<file path="src/rtl/trap_event_gen.sv">
// ----------------------------------------------------------------------------
// trap_event_gen
//
// Turns the core's commit stream into one payload per clock for a trap-event
// sink. While RUN, the block counts cycles and retired instructions and sends
// a valid payload every cycle. The first retired simulation-halt trap
// captures the exit code and PC, sends one final payload with io_hasTrap=1,
// and moves the block to HALTED. In HALTED the payload stays frozen and
// enable drops. Only reset leaves HALTED.
//
// Parameters
//   COREID    8-bit hart id reported on io_coreid
//   COMMIT_W  commit slots per cycle (1..4), slot 0 is the oldest
//
// Ports
//   clock              sole clock, rising edge
//   reset              asynchronous, active-high reset
//   io_commit_valid    [COMMIT_W]     per-slot retire strobe
//   io_commit_is_trap  [COMMIT_W]     per-slot halt-trap flag (valid slots only)
//   io_commit_pc       [64*COMMIT_W]  per-slot PC, slot i at [64i+63:64i]
//   io_trap_code       [64]           exit code accompanying a trap commit
//   io_wfi             core stalled in WFI
//   enable             payload-valid strobe to the sink
//   io_hasTrap, io_cycleCnt, io_instrCnt, io_hasWFI, io_code, io_pc,
//   io_coreid          registered sink payload
// ----------------------------------------------------------------------------
module trap_event_gen #(
  parameter logic [7:0] COREID   = 8'd0,
  parameter int         COMMIT_W = 2
) (
  input  logic                  clock,
  input  logic                  reset,
  input  logic [COMMIT_W-1:0]   io_commit_valid,
  input  logic [COMMIT_W-1:0]   io_commit_is_trap,
  input  logic [64*COMMIT_W-1:0] io_commit_pc,
  input  logic [63:0]           io_trap_code,
  input  logic                  io_wfi,
  output logic                  enable,
  output logic                  io_hasTrap,
  output logic [63:0]           io_cycleCnt,
  output logic [63:0]           io_instrCnt,
  output logic                  io_hasWFI,
  output logic [63:0]           io_code,
  output logic [63:0]           io_pc,
  output logic [7:0]            io_coreid
);

  typedef enum logic {RUN = 1'b0, HALTED = 1'b1} state_t;

  state_t      state_q, state_d;

  // Retired-instruction total. The output port is a plain copy of it.
  logic [63:0] instr_cnt_q;

  // Result of scanning this cycle's commit slots.
  logic        trap_hit;
  logic [2:0]  slot_cnt;
  logic [63:0] trap_pc;

  // Next values for the payload registers.
  logic        enable_d;
  logic        has_trap_d;
  logic        has_wfi_d;
  logic [63:0] cycle_cnt_d;
  logic [63:0] instr_cnt_d;
  logic [63:0] code_d;
  logic [63:0] pc_d;

  // Walk the slots from oldest to youngest. Each valid slot is counted until
  // the first valid trap slot, and that trap slot is counted too. Slots
  // younger than the trap never retire. A trap flag on an invalid slot has
  // no effect.
  // NOTE: combinational blocks use blocking '=' and give every variable a
  // default first, so nothing holds its value between evaluations (no latch).
  always_comb begin
    trap_hit = 1'b0;
    slot_cnt = 3'd0;
    trap_pc  = 64'd0;
    for (int i = 0; i < COMMIT_W; i++) begin
      if (io_commit_valid[i] && !trap_hit) begin
        slot_cnt = slot_cnt + 3'd1;
        if (io_commit_is_trap[i]) begin
          trap_hit = 1'b1;
          trap_pc  = io_commit_pc[i*64 +: 64];
        end
      end
    end
  end

  // State register.
  // NOTE: sequential state uses non-blocking '<=' so every register samples
  // values from before the edge, whatever order the blocks run in.
  always_ff @(posedge clock or posedge reset) begin
    if (reset) begin
      state_q <= RUN;
    end else begin
      state_q <= state_d;
    end
  end

  // Next-state logic. HALTED is absorbing until reset.
  always_comb begin
    state_d = state_q;
    if (state_q == RUN && trap_hit) begin
      state_d = HALTED;
    end
  end

  // Output logic. In HALTED every field holds its value and only enable
  // drops. Counters wrap naturally at 2^64.
  always_comb begin
    enable_d    = 1'b0;
    has_trap_d  = io_hasTrap;
    has_wfi_d   = io_hasWFI;
    cycle_cnt_d = io_cycleCnt;
    instr_cnt_d = instr_cnt_q;
    code_d      = io_code;
    pc_d        = io_pc;
    if (state_q == RUN) begin
      enable_d    = 1'b1;
      has_wfi_d   = io_wfi;
      cycle_cnt_d = io_cycleCnt + 64'd1;
      instr_cnt_d = instr_cnt_q + {61'd0, slot_cnt};
      if (trap_hit) begin
        has_trap_d = 1'b1;
        code_d     = io_trap_code;
        pc_d       = trap_pc;
      end
    end
  end

  // Payload registers, so the sink sees inputs exactly one cycle later.
  always_ff @(posedge clock or posedge reset) begin
    if (reset) begin
      enable      <= 1'b0;
      io_hasTrap  <= 1'b0;
      io_hasWFI   <= 1'b0;
      io_cycleCnt <= 64'd0;
      instr_cnt_q <= 64'd0;
      io_code     <= 64'd0;
      io_pc       <= 64'd0;
      io_coreid   <= COREID;
    end else begin
      enable      <= enable_d;
      io_hasTrap  <= has_trap_d;
      io_hasWFI   <= has_wfi_d;
      io_cycleCnt <= cycle_cnt_d;
      instr_cnt_q <= instr_cnt_d;
      io_code     <= code_d;
      io_pc       <= pc_d;
      io_coreid   <= COREID;
    end
  end

  assign io_instrCnt = instr_cnt_q;

endmodule
</file>
<file path="config.mk">
export PLATFORM = sky130hd
export DESIGN_NAME = trap_event_gen
export DESIGN_NICKNAME = d
export VERILOG_FILES = /design/src/rtl/trap_event_gen.sv
export SDC_FILE = /design/constraint.sdc
export NUM_CORES = 1
export LEC_CHECK = 0
export ABC_CLOCK_PERIOD_IN_PS = 12400
export CORE_AREA = 3 3 181 183
export CTS_BUF_LIST = sky130_fd_sc_hd__clkbuf_16
export DETAILED_ROUTE_END_ITERATION = 16
export DIE_AREA = 0 0 184 186
export PLACE_DENSITY_LB_ADDON = 0.2
export SETUP_SLACK_MARGIN = 0.05
export SLEW_MARGIN = 15
export SYNTH_ARGS = -nofsm -noshare
export SYNTH_HDL_FRONTEND = slang
export SYNTH_SLANG_ARGS = --single-unit
</file>
<file path="constraint.sdc">
create_clock -name clock -period 12.4 [get_ports clock]
set_input_delay 2.48 -clock clock [delete_from_list [all_inputs] [get_ports clock]]
set_output_delay 2.48 -clock clock [all_outputs]
set_load 0.05 [all_outputs]
</file>
Yosys cells after proc, flatten, opt, wreduce, memory -nomap -nowiden
Cells that the tools add are included.
{ "classes": {"bitwise": 1, "add_sub_neg": 3, "mux": 11, "reduce_logical": 4} }
{ "op_table": {"columns": ["cell", "n"], "rows": [
  ["$mux 64", 4],
  ["$add 64x1->64 const B", 1],
  ["$add 64x3->64", 1],
  ["$mux 1", 6],
  ["$add 3x1->3 const B", 1],
  ["$mux 3", 1],
  ["$logic_and 1x1->1", 2],
  ["$reduce_and 2->1", 1],
  ["$logic_not 1->1", 1],
  ["$not 1->1", 1]
]} }
{ "totals": {"wordCells": 27, "inputBits": 199, "out_inout_bits": 267, "regBits": 260} }

Depth between registers and ports, before layout
Gate-level depths: netlist of run 1.
{ "depth": {"word_depth": 6, "ltp_mapped": 15, "mapped_depth_nobuf": 11} }

Worst setup path after synthesis of run 1
OpenSTA, ideal clock, no wires.
{ "synth_path": {"path_type": "input to register", "start": "in io_commit_valid[0]", "end": "reg instr_cnt_q[24] (netlist: io_instrCnt[24])", "path_stages": 14, "setup_time_ps": 141, "setup_slack_ps": 6830, "t_required_ps": 12259, "t_arrival_ps": 5429, "n_path_buf": 3, "cell_sequence": "and2_1 clkbuf_1 clkbuf_1 clkbuf_1 nor2b_1 ha_1 ha_1 inv_1 fa_1 or3b_1 or2_2 nor4_2 nand3_1 xnor2_1"} }
{ "synth_via": {"elab_chain_cells": 5, "elab_cells_between_ends": 7, "cone_classes": "2 x add/sub; 3 x mux; 2 x reduce/logical"} }
{ "synth_rtl": {"columns": ["item", "line", "text"], "rows": [
  ["from (decl)", "33", "input logic [COMMIT_W-1:0] io_commit_valid,"],
  ["parallel branches: the longest is 3 deep, another holds $add 3x1->3", null, null],
  ["$mux 3 (*)", "80", "if (io_commit_valid[i] && !trap_hit) begin"],
  ["$add 64x3->64 (*)", "123", "instr_cnt_d = instr_cnt_q + {61'd0, slot_cnt};"],
  ["to (signal assigned)", "148", "instr_cnt_q <= instr_cnt_d;"],
  ["to (decl)", "53", "logic [63:0] instr_cnt_q;"]
]} }
Every way passes the cells marked *.
A chain may end at the register's enable or synchronous reset.

Final worst setup path of run 1
{ "layout_path": {"start": "in io_commit_valid[0]", "end": "reg instr_cnt_q[62] (netlist: io_instrCnt[62])"} }
Same word-level chain as after synthesis.

==> results by group, run 1 <==
Outcome
  • Status: finished, final reports clean

Clock network
  • H-tree lvl count: 1
  • CTS clk-pin slew, worst paths: 0.06 ns
  • CTS resizes: 0
  • CTS Buf Count: 29
  • Clock Latency Late Sink: 0.53 ns
  • CTS tree: done
  • Hold_buf cts: 0
  • Clk root buf: clkbuf_16
  • Setup repair bufs after CTS: 0
  • Clk buf depth: 3
  • Clk sink count: 259

Synth
  • Main combinational cell family by area after synthesis: simple AND/OR/NAND/NOR gates
  • Post-synthesis cell count: 978
  • Mux contribution to synthesized area: 6.79%
  • Post-Syn Area: 0.0113 mm²
  • Xor-xnor portion of the synthesized cell area: 9.73%
  • Mean post-synth cell area: 11.5 µm²
  • Adder-cell share of the synthesized area: 0.623%
  • YS warnings: 0
  • Sequential area share after synthesis: 57.6%
  • Compound-Gate Fraction of Synth Area: 7.21%
  • Simple-gate share of the synthesized area: 15.3%
  • Synth Register Bits: 259
  • Synth cell types: 42

Power
  • VDD IR-drop max: 92.5 µV
  • P_leak: 7.45 nW
  • Power density over the cells: 144 mW/mm²
  • Power Total: 2.45 mW

Critical path
  • Crit path required time: 12.85 ns
  • CP Max Fanout: 68
  • Critical path class: in2reg
  • Worst Path Arrival: 6.35 ns
  • CP dominant cell by count: ha_1
  • CP Launch Type: input port
  • Critical path's top delay family: simple AND/OR/NAND/NOR gates
  • Crit path cell chain: clkdlybuf4s50_1, and2_2, buf_4, nor2b_1, ha_1, ha_1, inv_1, fa_1, or3b_1, nor2_1, nand4_1, nor4_1, xnor2_1
  • Slowest-stage cell, CP: buf_4
  • Largest stage delay, worst path: 0.55 ns
  • CP Capture Type: flop
  • Buffer and inverter count on the worst path: 3

Route
  • Routed Antenna Nets: 0
  • Vias after detailed routing: 9189
  • Initial drt markers: 516
  • Residual DRC count: 0
  • Routed length per instance: 19.4 µm
  • Vias/cell: 4.95
  • Final wirelength: 36000 µm
  • Drt first pass iters: 4

Die
  • Ports: 466
  • Initial Utilization: 35.8%
  • Core footprint: 0.0314 mm²
  • Height of the chip: 186 µm
  • Die X: 184 µm
  • Rows: 65
  • Die area: 0.0342 mm²

STA
  • Count of final hold-check violations: 0
  • Final Setup Violations: 0
  • Max_slew headroom: 28.5%
  • Minimum clock period: 5.90 ns
  • Setup TNS: 0 ns
  • Hold Slack: 0.471 ns
  • Final worst-path cycle share: 47.6%
  • Final Max Slew Viols: 0
  • Worst slew pin tran: 1.07 ns
  • RSZ-0062 raised after global routing: false
  • Max Freq: 169 MHz
  • Clock Skew: 0.00942 ns

Cells and area
  • Multi-input logic area: 0.00451 mm²
  • Area growth, synth to finish: 51.2%
  • Fill cell count: 2813
  • Cell area after layout: 0.0170 mm²
  • Register Area: 0.00648 mm²
  • NumNets Final: 1635
  • Layout cells sized above 1: 9.24%

Global route
  • Vias in the first global route: 9546
  • Pin count of the biggest net entering global routing: 111
  • GRT overflow: 0
  • First-pass GRT wire length: 55400 µm
  • Antenna violations before repair: 2
  • Overall Global Routing Usage: 20.7%

Job
  • Max Cap Viol: 0

Placement
  • Placed cell areas: 0.0162 mm²
  • DP HPWL: 27400 µm
  • Port buffer count: 457
  • Gpl congestion: 0.834

Worst hold path
  • HP Class: reg2reg
-- state kept, by name (all words and copies together) (netlist names) --
| name | flops |
|---|---|
| io_cycleCnt | 64 |
| io_pc | 64 |
| enable | 1 |
| io_instrCnt | 64 |
| io_code | 64 |
| state_q | 1 |
| io_hasWFI | 1 |
-- logic make-up (layout without fill, tap and decap cells) --
family          Yosys count  in the layout
xor+xnor                125            125
simple gates            323            323
compound gates          130            130
fa+ha+maj                 5              5
mux                      68             68
other cells               1             10
buf+inv                  67            533
flops                   259            259
-- area by class of cell --
cell class / instances / share of cell area, %
clock buffers: 29 / 4.26
well taps: 402 / 2.96
inverters: 18 / 0.441
multi-input cells: 659 / 26.5
diodes: 2 / 0.0294
repair buffers: 464 / 27.2
flip-flops and latches: 259 / 38.1
clock inverters: 22 / 0.515
-- stage by stage --
| stage | std cells | util (%) | setup slack, ns |
|---|---|---|---|
| floorplan | 985 | - | 2.79 |
| global placement | 1802 | 51.6 | 5.99 |
| detailed placement | 1802 | 51.6 | 5.96 |
| CTS | 1853 | 54.2 | 6.53 |
| global route | 1855 | 54.2 | 6.18 |
| finish | 1855 | 54.2 | 6.50 |
-- synth_stat cells (all sizes together) --
cell	count	area, µm²
mux2i	1	10.0
a21oi	1	5.00
nor4b	2	38.8
nor3b	1	7.51
nor3	27	140
or2	1	6.26
nor2	43	161
a22oi	64	480
and2	6	37.5
and3b	1	8.76
and4	10	87.6
nand4	32	213
or3	2	12.5
buf	26	145
and3	14	90.1
clkbuf	23	86.3
nand2	113	427
conb	1	3.75
inv	18	67.6
nand4b	2	17.5
nor4	15	176
dfrtp	259	6480
ha	4	50.1
fa	1	20.0
nor2b	1	6.26
o21ai	65	325
xor2	63	552
xnor2	62	543
nand3	52	288
or3b	1	8.76
mux2	67	754
-- routing by layer --
layer | part of all wire (%) | vias up | global-route usage (%)
met5 | 0 | - | 0
met1 | 40 | 4518 | 25.6
met2 | 49 | 302 | 35.7
met3 | 7.2 | 57 | 5.32
met4 | 3.3 | 0 | 6.65
li1 | - | 4312 | -
-- final timing paths --
check	from	endpoint	slack, ns	cells after the start
max	io_commit_valid[0]	io_instrCnt[62]$_DFFE_PP0N_	6.50	13
min in group asynchronous	reset	io_instrCnt[63]$_DFFE_PP0N_	2.50	2
min	io_cycleCnt[63]$_DFFE_PP0N_	io_cycleCnt[63]$_DFFE_PP0N_	0.47	1
max reg2reg	state_q$_DFFE_PP0P_	io_cycleCnt[51]$_DFFE_PP0N_	9.45	6
min reg2reg	io_cycleCnt[63]$_DFFE_PP0N_	io_cycleCnt[63]$_DFFE_PP0N_	0.47	1
max in group asynchronous	reset	io_cycleCnt[30]$_DFFE_PP0N_	8.35	3
-- cell usage in the layout, fill, tap and decap left out, types with 4 or more instances in the layout --
| master | instances |
|---|---|
| clkdlybuf4s50_1 | 457 |
| dfrtp_1 | 258 |
| nand2_1 | 112 |
| mux2_2 | 67 |
| a22oi_1 | 64 |
| o21ai_0 | 64 |
| xor2_1 | 63 |
| xnor2_1 | 62 |
| nand3_1 | 48 |
| nor2_1 | 43 |
| nand4_1 | 30 |
| clkbuf_16 | 29 |
| nor3_1 | 26 |
| inv_1 | 25 |
| and3_1 | 12 |
| and4_1 | 10 |
| clkinv_1 | 10 |
| conb_1 | 8 |
| buf_4 | 7 |
| nor4_1 | 6 |
| nor4_2 | 6 |
| and2_1 | 5 |
| ha_1 | 4 |
| clkinv_2 | 4 |
-- where the power goes --
part	internal, mW	switching (mW)	total [mW]	leakage, nW
registers	0.932	0.0546	0.987	3.42
clock network	0.417	0.332	0.750	0.431
logic	0.253	0.457	0.709	3.60
total	1.60	0.844	2.45	7.45
Power figures use the tool's default switching activity.
==> inputs of run 2 (changes only) <==
--- a/config.mk
+++ b/config.mk
@@ -5,7 +5,7 @@
 export SDC_FILE = /design/constraint.sdc
 export NUM_CORES = 1
 export LEC_CHECK = 0
-export ABC_CLOCK_PERIOD_IN_PS = 12400
+export ABC_CLOCK_PERIOD_IN_PS = 5900
 export CORE_AREA = 3 3 181 183
 export CTS_BUF_LIST = sky130_fd_sc_hd__clkbuf_16
 export DETAILED_ROUTE_END_ITERATION = 16
==> constraint.sdc (replaced) <==
create_clock -name clock -period 5.9 [get_ports clock]
set_input_delay 1.18 -clock clock [delete_from_list [all_inputs] [get_ports clock]]
set_output_delay 1.18 -clock clock [all_outputs]
set_load 0.05 [all_outputs]
==> run 2 against run 1 <==
Net effect: via count decreased by 0.40%; die area unchanged; largest cell class unchanged; clock-buffer cell count increased by 2.
==> results by group, run 2 (same netlist as run 1, synthesis figures left out) <==
Clock network
  • Setup repair bufs after CTS: 0 (unchanged)
  • CTS Buf Count: 30 (+3.4%)
  • CTS tree: done
  • Clock Latency Late Sink: 0.54 ns (about the same)
  • H-tree lvl count: 1 (unchanged)
  • Hold_buf cts: 0 (unchanged)
  • CTS clk-pin slew, worst paths: 0.06 ns (about the same)
  • Clk buf depth: 3 (unchanged)
  • Clk root buf: clkbuf_16
  • Clk sink count: 259 (unchanged)
  • CTS resizes: 0 (unchanged)

STA
  • RSZ-0062 raised after global routing: false
  • Worst slew pin tran: 0.748 ns (-0.324 ns)
  • Final Max Slew Viols: 0 (unchanged)
  • Final worst-path cycle share: 66.4%
  • Count of final hold-check violations: 0 (unchanged)
  • Setup TNS: 0 ns (unchanged)
  • Post-route setup slack: 1.98 ns (-4.52 ns)
  • Clock Skew: 0.0120 ns (+0.00255 ns)
  • Minimum clock period: 3.92 ns
  • Max_slew headroom: 50.1% (+22 points)
  • Max Freq: 255 MHz
  • Final Setup Violations: 0 (unchanged)

Worst hold path
  • Worst Hold Depth: 2 (+1)
  • HP Class: reg2reg

Critical path
  • R2R cell count: 8 (+2)
  • Critical path class: in2reg
  • CP Launch Type: input port
  • CP Capture Type: flop
  • CP Max Fanout: 5 (-93%)
  • Crit path required time: 6.35 ns (-6.50 ns)
  • Worst Path Arrival: 4.37 ns (-1.98 ns)

Placement
  • Gpl congestion: 0.807 (-3.2%)
  • Port buffer count: 457 (unchanged)
  • Placed cell count: 1803 (+0.055%)
  • DP Worst Slack: 1.46 ns (-4.50 ns)
  • DP HPWL: 27000 µm (-1.5%)

Global route
  • Vias in the first global route: 9210 (-3.5%)
  • Overall Global Routing Usage: 20.2% (-0.50 points)
  • Pin count of the biggest net entering global routing: 131 (+18%)
  • GRT overflow: 0 (unchanged)
  • Antenna violations before repair: 0 (-2)
  • First-pass GRT wire length: 54000 µm (-2.5%)

Cells and area
  • Most frequent cells in the layout: clkdlybuf4s50_1 (457), dfrtp_1 (258), nand2_1 (112)
  • Area growth, synth to finish: 52.4%
  • Fill cell count: 2757 (-2.0%)
  • Layout cells sized above 1: 9.42% (+0.19 points)
  • Most common cell after layout, fill and taps aside: clkdlybuf4s50_1
  • Multi-input logic area: 0.00451 mm² (unchanged)
  • NumNets Final: 1637 (+0.12%)
  • Post-route insts no fill: 1857 (+0.11%)
  • Register Area: 0.00648 mm² (unchanged)

Die
  • Ports: 466 (unchanged)
  • Core footprint: 0.0314 mm² (unchanged)
  • Rows: 65 (unchanged)
  • Die X: 184 µm (unchanged)
  • Height of the chip: 186 µm (unchanged)
  • Die area: 0.0342 mm² (unchanged)
  • Initial Utilization: 35.8% (unchanged)

Power
  • Power density over the cells: 306 mW/mm² (+110%)
  • Int Power: 3.47 mW (+120%)
  • NetSw: 1.78 mW (+110%)
  • Comb power frac: 28.4% (-0.6 points)
  • Power Total: 5.25 mW (+110%)
  • VDD IR-drop max: 204 µV (+120%)
  • Switching share of power: 33.9% (-0.61 points)
  • Clock group share of total power: 32.1% (+1.5 points)
  • P_leak: 7.52 nW (+0.91%)
  • Sequential share of power: 39.5% (-0.8 points)

Route
  • Vias/cell: 4.93 (-0.51%)
  • Initial drt markers: 429 (-17%)
  • Vias after detailed routing: 9152 (-0.40%)
  • Drt first pass iters: 5 (+1)
  • Final wirelength: 35600 µm (-1.3%)
  • Routed Antenna Nets: 0 (unchanged)
  • Residual DRC count: 0 (unchanged)
  • Routed length per instance: 19.2 µm (-1.4%)

Outcome
  • Status: finished, final reports clean

Job
  • Max Cap Viol: 0 (unchanged)
-- run 2: changes by cell type in the layout (fill, tap and decap cells not counted) --
cell        before  now
buf_12           0    4
buf_4            7    4
bufinv_16        0    1
clkbuf_16       29   31
clkinv_1        10    6
clkinv_2         4    2
clkinvlp_4       0    2
diode_2          2    1
inv_1           25   29
inv_8            1    0
-- run 2: area by class of cell --
| type | count | area share [%] |
|---|---|---|
| tap | 402 | 2.93 |
| timing repair buffer | 465 | 27.3 |
| clock buffer | 31 | 4.52 |
| multi-input combinational | 659 | 26.3 |
| clock inverter | 22 | 0.671 |
| inverter | 18 | 0.416 |
| antenna | 1 | 0.0146 |
| sequential | 259 | 37.8 |
-- run 2: path summary, 6_finish.rpt --
kind / from / to / slack (ns)
setup reg to reg: io_instrCnt[0]$_DFFE_PP0N_ / io_instrCnt[58]$_DFFE_PP0N_ / 3.20
hold reg to reg: io_pc[50]$_DFFE_PP0P_ / io_pc[50]$_DFFE_PP0P_ / 0.48
setup / recovery: io_commit_valid[0] / io_instrCnt[58]$_DFFE_PP0N_ / 1.98
max in group asynchronous: reset / io_instrCnt[6]$_DFFE_PP0N_ / 3.99
min in group asynchronous: reset / io_code[40]$_DFFE_PP0P_ / 0.92
hold / removal: io_pc[50]$_DFFE_PP0P_ / io_pc[50]$_DFFE_PP0P_ / 0.48
-- run 2: layer usage --
| layer | vias up | track usage, % | routed length (µm) |
|---|---|---|---|
| li1 | 4326 | - | - |
| met1 | 4466 | 24.8 | 14000 |
| met2 | 299 | 34.7 | 17600 |
| met3 | 61 | 5.28 | 2610 |
| met4 | 0 | 7.14 | 1310 |
| met5 | - | 0 | 0 |
-- run 2: metrics by stage --
| step | cell area, µm² | util (%) | hold WS [ns] |
|---|---|---|---|
| after floorplan | 11300 | - | 0.757 |
| after global routing | 17100 | 54.6 | 0.500 |
| after detailed placement | 16300 | 51.8 | 0.469 |
| final | 17100 | 54.6 | 0.478 |
| after global placement | 16300 | 51.8 | 0.460 |
| after CTS | 17100 | 54.6 | 0.482 |
-- run 2: power by group through the flow --
stage          clock [mW]  sequential, mW  combinational, mW
3_3_place_gp            0            2.10               1.49
3_5_place_dp            0            2.10               1.50
2_1_floorplan           0            2.74              0.227
4_1_cts              1.73            2.08               1.50
6_report             1.69            2.07               1.49
5_1_grt              1.81            2.10               1.56
-- run 2: worst max-delay path: stages --
cell             delay, ns
clkdlybuf4s50_1       0.49
and2_2                0.16
nor2b_1               0.04
ha_1                  0.27
ha_1                  0.17
inv_1                 0.06
fa_1                  0.39
or3b_1                0.40
nor2_1                0.38
nand4_1               0.31
nor3_1                0.32
xor2_1                0.19
